### config.mk
export PLATFORM = sky130hd
export DESIGN_NAME = serial_adder_ctrl
export DESIGN_NICKNAME = d
export VERILOG_FILES = /design/src/rtl/serial_adder_ctrl.sv
export SDC_FILE = /design/constraint.sdc
export NUM_CORES = 1
export LEC_CHECK = 0
export ABC_AREA = 1
export CORE_MARGIN = 3
export CORE_UTILIZATION = 45
export CTS_CLUSTER_SIZE = 8
export DETAILED_ROUTE_END_ITERATION = 8
export PLACE_DENSITY_LB_ADDON = 0.3
export SLEW_MARGIN = 20
export SYNTH_ARGS = -nofsm -noshare
export SYNTH_HDL_FRONTEND = slang
export SYNTH_SLANG_ARGS = --single-unit
### constraint.sdc
create_clock -name clk -period 1.6 [get_ports clk]
set_clock_uncertainty 0.2 [all_clocks]
set_input_delay 0.16 -clock clk [delete_from_list [all_inputs] [get_ports clk]]
set_output_delay 0.16 -clock clk [all_outputs]
set_load 0.01 [all_outputs]
### src/rtl/serial_adder_ctrl.sv
// Bit-serial WIDTH-bit adder sequencer: one shared full-adder slice stepped LSB-first,
// running carry held in a flop, registered Sum/Carry with a one-cycle done pulse.
module serial_adder_ctrl #(
  parameter int unsigned WIDTH = 8
) (
  input  logic             clk,
  input  logic             rst,
  input  logic             start,
  input  logic [WIDTH-1:0] A,
  input  logic [WIDTH-1:0] B,
  output logic             busy,
  output logic             done,
  output logic [WIDTH-1:0] Sum,
  output logic             Carry
);

  localparam int unsigned CW = (WIDTH > 1) ? $clog2(WIDTH) : 1;

  localparam logic [1:0] IDLE = 2'd0;
  localparam logic [1:0] RUN  = 2'd1;
  localparam logic [1:0] DONE = 2'd2;

  logic [1:0]       state, state_next;
  logic [WIDTH-1:0] a_sr, b_sr, res_sr, res_shift;
  logic [CW-1:0]    cnt;
  logic             c;
  logic             p, g1, s, g2, c_next, last;

  // Shared 1-bit slice: two half adders with the carries ORed
  always_comb begin
    p         = a_sr[0] ^ b_sr[0];
    g1        = a_sr[0] & b_sr[0];
    s         = p ^ c;
    g2        = p & c;
    c_next    = g1 | g2;
    last      = (cnt == CW'(WIDTH - 1));
    res_shift = WIDTH'({s, res_sr} >> 1);
  end

  always_comb begin
    state_next = state;
    case (state)
      IDLE:    if (start) state_next = RUN;
      RUN:     if (last)  state_next = DONE;
      DONE:    state_next = IDLE;
      default: state_next = IDLE;
    endcase
  end

  // State register plus busy/done registered as decodes of the new state
  always_ff @(posedge clk) begin
    if (rst) begin
      state <= IDLE;
      busy  <= 1'b0;
      done  <= 1'b0;
    end else begin
      state <= state_next;
      busy  <= (state_next == RUN);
      done  <= (state_next == DONE);
    end
  end

  // Operand/result shift registers, carry flop, bit counter and result registers
  always_ff @(posedge clk) begin
    if (rst) begin
      a_sr   <= '0;
      b_sr   <= '0;
      res_sr <= '0;
      cnt    <= '0;
      c      <= 1'b0;
      Sum    <= '0;
      Carry  <= 1'b0;
    end else begin
      case (state)
        IDLE: begin
          if (start) begin
            a_sr <= A;
            b_sr <= B;
            c    <= 1'b0;
            cnt  <= '0;
          end
        end
        RUN: begin
          c      <= c_next;
          res_sr <= res_shift;
          a_sr   <= a_sr >> 1;
          b_sr   <= b_sr >> 1;
          cnt    <= cnt + CW'(1);
          if (last) begin
            Sum   <= res_shift;
            Carry <= c_next;
          end
        end
        default: ;
      endcase
    end
  end

endmodule

# Yosys cells after proc, flatten, opt, wreduce, memory -nomap -nowiden
# Cells that the tools add are included.
dict set report classes {
  add_sub_neg 1
  n_eq_ne 5
  mux 11
  bitwise_logic 5
  reduce_logical 4
}
# operator count
set op_table {}
lappend op_table {{one-hot mux 8 bit (2 select lines)} 2}
lappend op_table {{2-to-1 mux 8 bit} 2}
lappend op_table {{one-hot mux 3 bit (2 select lines)} 1}
lappend op_table {{== test 2 x 1 -> 1 bit (second input constant)} 2}
lappend op_table {{2-to-1 mux 2 bit} 2}
lappend op_table {{one-hot mux 2 bit (2 select lines)} 1}
lappend op_table {{AND reduction 2 bit} 2}
lappend op_table {{adder 3 x 1 -> 3 bit (second input constant)} 1}
lappend op_table {{== test 3 bit (second input constant)} 1}
lappend op_table {{2-to-1 mux 3 bit} 1}
lappend op_table {{AND 1 bit} 2}
lappend op_table {{== test 2 bit (second input constant)} 1}
lappend op_table {{zero test 2 bit} 1}
lappend op_table {{!= test 2 bit (second input constant)} 1}
lappend op_table {{one-hot mux 1 bit (2 select lines)} 1}
lappend op_table {{nonzero test 2 bit} 1}
lappend op_table {{XOR 1 bit} 2}
lappend op_table {{2-to-1 mux 1 bit} 1}
lappend op_table {{bitwise OR 1 bit} 1}
dict set report totals {
  ff_bits 41
  word_cells 36
}

# Logic depth before layout (Yosys ltp)
# Gate-level depths: netlist of run 1.
dict set report depth {
  word_depth 4
  ltp_mapped 7
  ltp_nobuf 7
}

# Worst setup path before layout of run 1
# Ideal clock, no wire load.
dict set report synth_timing {
  kind {reg-to-reg}
  startpoint {register cnt[0]}
  endpoint {register Carry}
  setup_time_ns 0.116
  t_arrival_ns 1.107
  required_ns 1.284
  slack_ns 0.177
  stages_incl_launch_ff 8
  n_path_buf 1
  period_less_slack_ns 1.423
  cell_sequence {dfxtp_1 ha_1 ha_1 nand2_2 nor2_4 buf_6 o21ai_0 nor2_1}
}
dict set report synth_between {
  elab_chain_cells 2
}
# element line
set synth_lines {}
lappend synth_lines {{from (decl)} 25} ;# logic [CW-1:0] cnt;
lappend synth_lines {{from (signal assigned)} 88} ;# cnt <= cnt + CW'(1);
lappend synth_lines {{== test 3 bit} 36} ;# last = (cnt == CW'(WIDTH - 1));
lappend synth_lines {{AND reduction 2 bit (no source line)} -}
lappend synth_lines {{to (signal assigned)} 91} ;# Carry <= c_next;
lappend synth_lines {{to (decl)} 14} ;# output logic Carry
# Every way passes these cells.
# A chain may end at the register's enable or synchronous reset.

# Final worst setup path of run 1
# Same ends and word-level chain as after synthesis.

==> results of run 1 <==
power groups by stage:
stage / Sequential [mW] / Combinational (mW) / Clock [mW]
floorplan: 1.09 / 0.176 / 0
global placement: 1.10 / 0.254 / 0
detailed placement: 1.10 / 0.258 / 0
CTS: 1.08 / 0.260 / 0.831
global route: 1.08 / 0.296 / 0.866
finish: 1.08 / 0.257 / 0.809
cells by family after synthesis:
group | synth area share
simple gates | 0.231
compound gates | 0.152
buf+inv | 0.119
flops | 0.471
fa+ha+maj | 0.0265
how the worst min path moves through the flow:
stage                                      start                    to  slack (ns)  cells past startpoint
after floorplan                              rst  b_sr[7]$_SDFFE_PP0P_        0.03                      1
after global placement       cnt[0]$_SDFFE_PP0P_   cnt[0]$_SDFFE_PP0P_        0.25                      1
after detailed placement  res_sr[3]$_SDFFE_PP0P_   Sum[2]$_SDFFE_PP0P_        0.25                      2
after CTS                                   B[7]  b_sr[7]$_SDFFE_PP0P_        0.24                      3
after global routing                        A[7]  a_sr[7]$_SDFFE_PP0P_        0.26                      3
final                        cnt[0]$_SDFFE_PP0P_   cnt[0]$_SDFFE_PP0P_        0.24                      1
state kept, by name, summed over array words and instances, names as in the netlist:
register  cells
state         2
cnt           3
c             1
busy          1
Carry         1
b_sr          8
res_sr        7
Sum           8
a_sr          8
done          1
cells in the mapped netlist:
cell type,number
nand2_8,1
dfxtp_1,40
buf_1,1
inv_4,1
nand2_4,1
nand2_2,2
o21ai_2,1
buf_6,4
nand3_1,12
nor2_1,35
fa_1,1
a21oi_1,25
o21ai_0,15
buf_4,4
inv_2,1
inv_1,28
o21ai_1,10
clkbuf_1,2
ha_1,2
nor2_4,1
nand2_1,39
final cells by class:
class | instances | share of cell area
inverters | 30 | 0.0534
repair buffers | 35 | 0.173
well taps | 46 | 0.0267
flip-flops and latches | 40 | 0.372
clock buffers | 5 | 0.0319
clock inverters | 3 | 0.0197
multi-input cells | 145 | 0.323
stage by stage:
stage / utilization / instances / area (sq um) / hold slack (ns)
2_1_floorplan: - / 226 / 1700 / 0.0291
3_3_place_gp: 0.585 / 296 / 2040 / 0.248
3_5_place_dp: 0.585 / 296 / 2040 / 0.254
4_1_cts: 0.617 / 304 / 2150 / 0.236
5_1_grt: 0.617 / 304 / 2160 / 0.257
6_report: 0.617 / 304 / 2160 / 0.240
routing by layer:
metal,track usage,vias up,part of all wire
li1,-,769,-
met5,0,-,0
met2,0.283,33,0.46
met1,0.199,640,0.48
met4,0.0582,0,0.0030
met3,0.0549,2,0.049
what timing repair did:
item                                    4_1_cts  5_1_grt
gates resized for setup                       0        2
setup buffers                                 0        0
endpoints found under the setup margin        0        7
==> impl_metrics.csv, run 1 <==
group,metric,value,unit
outcome,status,"completed",
cts,clock_latency,0.29,ns
timing,setup_tns,0,ns
drt,drt-vias-per-instance,4.75,
floorplanning,die_w,67.4,um
synth,synth_cell_types,21,
timing,fin_crit,1.54,ns
cts,cts-root-buf,"clkbuf_8",
drt,drt_wl_total,3380,um
critical_path,critPathMaxStageDelay,0.34,ns
floorplanning,dieArea,4550,sq um
synth,synth_top_area_cell,"dfxtp_1",
power,switchingPower,512,uW
timing,rsz0062_at_grt,"true",
power,p_comb_frac,0.120,
critical_path,crit_required,1.58,ns
final_layout,finalNetCount,279,
timing,hold_viol_final,0,
power,clkPwrFrac,0.377,
global_route,grt_use_total,0.168,
critical_path,cp_slowest_cell,"dfxtp_2",
synth,syn_avg_cell_area,7.52,sq um
critical_path,setup.worst_path.end_class,"flip-flop",
critical_path,arrival,1.51,ns
critical_path,reg2reg_from,"cnt[0]$_SDFFE_PP0P_",
timing,finalSetupViolCount,0,
power,sw_frac_of_total,0.239,
synth,ys_warn_count,0,
critical_path,r2r_slack,0.06,ns
critical_path,r2r_end,"Carry$_SDFFE_PP0P_",
placement,port_buffers,29,
global_route,overflow,0,
placement,post-place-ws,0.0823,ns
critical_path,crit_fanout,15,
critical_path,critPathCapture,"Carry$_SDFFE_PP0P_",
critical_path,crit_path_cell_trace,"ha_1, ha_1, nand2_2, nor2_4, buf_12, o21ai_0, nor2_1",
critical_path,cp_common_cell,"ha_1",
global_route,grt_max_degree,27,
synth,ys_seq_elements,40,
floorplanning,start_util,0.486,
power,seqPwrFrac,0.503,
flow_run,cap_violations,0,
power,p_total,2.14,mW
cts,cts_tree,"built",
timing,setup_slack,0.0625,ns
timing,drv_slew,0,
drt,via_count,1444,
timing,fin_crit_sh,0.961,
synth,syn_area,1700,sq um
cts,cts-buffers-inserted,5,
global_route,antenna_found_initial,0,
placement,hpwl,2300,um
drt,drc,0,
placement,gp_congestion,0.745,
final_layout,layout-drive-gt1-share,0.0891,
critical_path,cp.depth,7,
cts,clock_path_buffers,2,
timing,max_freq,0.650,GHz
floorplanning,row_count,21,
timing,worst_pin_slew,0.249,ns
cts,clk_pin_slew,0.08,ns
final_layout,diodes,0,
power,power.internal,1.63,mW
power,p_leak,0.935,nW
final_layout,area_delta_synth_final,26.9,%
drt,drtPass1Iterations,4,
power,ir_worst_vdd,0.000635,V
synth,yosysTopAreaCellShare,0.471,
drt,drt_iter0_drc,59,
final_layout,seq_area,802,sq um
synth,yosys-top-cells-area,"dfxtp_1 47%, nand2_1 8.6%, nor2_1 7.7%, a21oi_1 7.4%, inv_1 6.2%",
synth,synth_seq_area_share,0.471,
cts,htree_num_levels,2,
drt,wl_per_cell,11.1,um
critical_path,ff2ff_path_depth,7,
power,powerDensity,995,nW/um^2
global_route,grt_pass1_vias,1394,
final_layout,fill_cells,321,
synth,syn_inst,226,
floorplanning,core,3490,sq um
critical_path,cp-startpoint,"cnt[0]$_SDFFE_PP0P_",
critical_path,crit_family,"adder cells",
timing,max_slew_margin,0.834,
critical_path,critPathKind,"reg -> reg",
global_route,grt_pass1_wl,5800,um
min_path,hp-class,"reg -> reg",
drt,ant_nets,0,
critical_path,start_kind,"flip-flop",
floorplanning,io_pins,30,
final_layout,multi_input_area,697,sq um
final_layout,final_cell_mix,"39 x dfxtp_1, 39 x nand2_1, 35 x nor2_1, 29 x clkdlybuf4s50_1, 28 x inv_1",
floorplanning,die_h,67.4,um
cts,cts.sinks,40,
synth,synth_nets,248,
critical_path,critPathBufInv,1,
cts,postCtsHoldBufs,0,
Note: power is estimated with default switching activity, not from simulation.
==> run 2: changes to the inputs <==
==> constraint.sdc (replaced) <==
create_clock -name clk -period 1.9 [get_ports clk]
set_clock_uncertainty 0.2 [all_clocks]
set_input_delay 0.19 -clock clk [delete_from_list [all_inputs] [get_ports clk]]
set_output_delay 0.19 -clock clk [all_outputs]
set_load 0.01 [all_outputs]
==> impl_metrics.csv, run 2 (same netlist as run 1, synthesis figures left out) <==
group,metric,value,unit
floorplanning,io_pins,30,
drt,ant_nets,0,
final_layout,finalNetCount,278,
min_path,hp-class,"reg -> reg",
min_path,holdPathStages,2,
drt,drt_wl_total,3170,um
drt,wl_per_cell,10.5,um
cts,cts-buffers-inserted,5,
final_layout,area_delta_synth_final,22.2,%
drt,via_count,1406,
critical_path,crit_required,1.87,ns
cts,post_cts_resized,0,
timing,hold_viol_final,0,
placement,hpwl,2150,um
final_layout,diodes,0,
placement,gp_congestion,0.742,
power,ir_worst_vdd,0.000616,V
floorplanning,core,3490,sq um
final_layout,layout_commonest_cell,"dfxtp_1",
floorplanning,row_count,21,
drt,drc,0,
global_route,grt_pass1_wl,5570,um
cts,clk_pin_slew,0.07,ns
cts,htree_num_levels,2,
global_route,grt_max_degree,27,
critical_path,setup.worst_path.end_class,"flip-flop",
global_route,grt_pass1_vias,1300,
floorplanning,die_w,67.4,um
timing,finalSetupViolCount,0,
critical_path,r2r_slack,0.26,ns
outcome,status,"completed",
cts,cts-root-buf,"clkbuf_8",
min_path,holdPathEnd,"res_sr[2]$_SDFFE_PP0P_",
min_path,min_from,"res_sr[3]$_SDFFE_PP0P_",
power,powerDensity,782,nW/um^2
critical_path,arrival,1.61,ns
critical_path,reg2reg_from,"cnt[0]$_SDFFE_PP0P_",
global_route,overflow,0,
timing,fin_crit_sh,0.863,
timing,rsz0062_at_grt,"false",
floorplanning,dieArea,4550,sq um
critical_path,critPathKind,"reg -> reg",
timing,drv_slew,0,
cts,cts.sinks,40,
drt,drt-vias-per-instance,4.66,
timing,max_slew_margin,0.796,
cts,clock_latency,0.28,ns
critical_path,crit_fanout,16,
global_route,antenna_found_initial,0,
drt,drtPass1Iterations,4,
placement,port_buffers,29,
final_layout,utilization,0.594,
critical_path,r2r_end,"Carry$_SDFFE_PP0P_",
cts,postCtsSetupRepairBufs,0,
floorplanning,die_h,67.4,um
cts,postCtsHoldBufs,0,
timing,setup_tns,0,ns
cts,clock_path_buffers,2,
critical_path,start_kind,"flip-flop",
cts,cts_tree,"built",
timing,worst_pin_slew,0.305,ns
flow_run,cap_violations,0,
critical_path,ff2ff_path_depth,7,
final_layout,top_regs,"Sum x8, a_sr x8, b_sr x8",
timing,fin_crit,1.64,ns
drt,drt_iter0_drc,123,
final_layout,final_cell_mix,"40 x dfxtp_1, 39 x nand2_1, 35 x nor2_1, 29 x clkdlybuf4s50_1, 28 x inv_1",
timing,max_freq,0.610,GHz
power,p_leak,0.905,nW
floorplanning,start_util,0.486,
final_layout,layout-drive-gt1-share,0.0742,
global_route,grt_use_total,0.162,
[run 2: cell type report]
class / count / area [sq um]
Tap cell: 46 / 57.6
Clock inverter: 1 / 5.00
Fill cell: 337 / 1420
Inverter: 30 / 115
Clock buffer: 6 / 72.6
Sequential cell: 40 / 801
Multi-Input combinational cell: 145 / 697
Timing Repair Buffer: 34 / 328
[run 2: worst max path at each step]
stage                             start                  to
global placement    cnt[0]$_SDFFE_PP0P_  Carry$_SDFFE_PP0P_
CTS                 cnt[0]$_SDFFE_PP0P_  Carry$_SDFFE_PP0P_
global route        cnt[0]$_SDFFE_PP0P_  Carry$_SDFFE_PP0P_
floorplan           cnt[0]$_SDFFE_PP0P_  Carry$_SDFFE_PP0P_
detailed placement  cnt[0]$_SDFFE_PP0P_  Carry$_SDFFE_PP0P_
finish              cnt[0]$_SDFFE_PP0P_  Carry$_SDFFE_PP0P_
[run 2: layer usage]
metal | GRT usage | part of all wire
met1 | 0.203 | 0.48
met2 | 0.260 | 0.44
met3 | 0.0532 | 0.061
met4 | 0.0608 | 0.017
met5 | 0 | 0
[run 2: where the power goes]
group	switching [mW]	internal (mW)	leakage, nW
Clock	0.260	0.249	0.0410
Sequential	0.0238	0.883	0.328
Combinational	0.111	0.0958	0.536
Total	0.394	1.23	0.905
[run 2: worst max-delay path, cell delays in order (launching register included)]
cell	delay, ns
dfxtp_1	0.36
ha_1	0.16
ha_1	0.15
nand2_2	0.08
nor2_4	0.27
inv_1	0.14
nor2_1	0.11
nor2_1	0.06
[run 2: through the flow]
stage	cell area (sq um)	total power [mW]	cells	worst slack, ns	hold slack, ns
2_1_floorplan	1700	1.07	226	0.477	0.0591
3_3_place_gp	2000	1.13	295	0.319	0.245
3_5_place_dp	2000	1.13	295	0.260	0.254
4_1_cts	2080	1.64	302	0.241	0.263
5_1_grt	2080	1.71	302	0.0976	0.286
6_report	2080	1.62	302	0.261	0.262
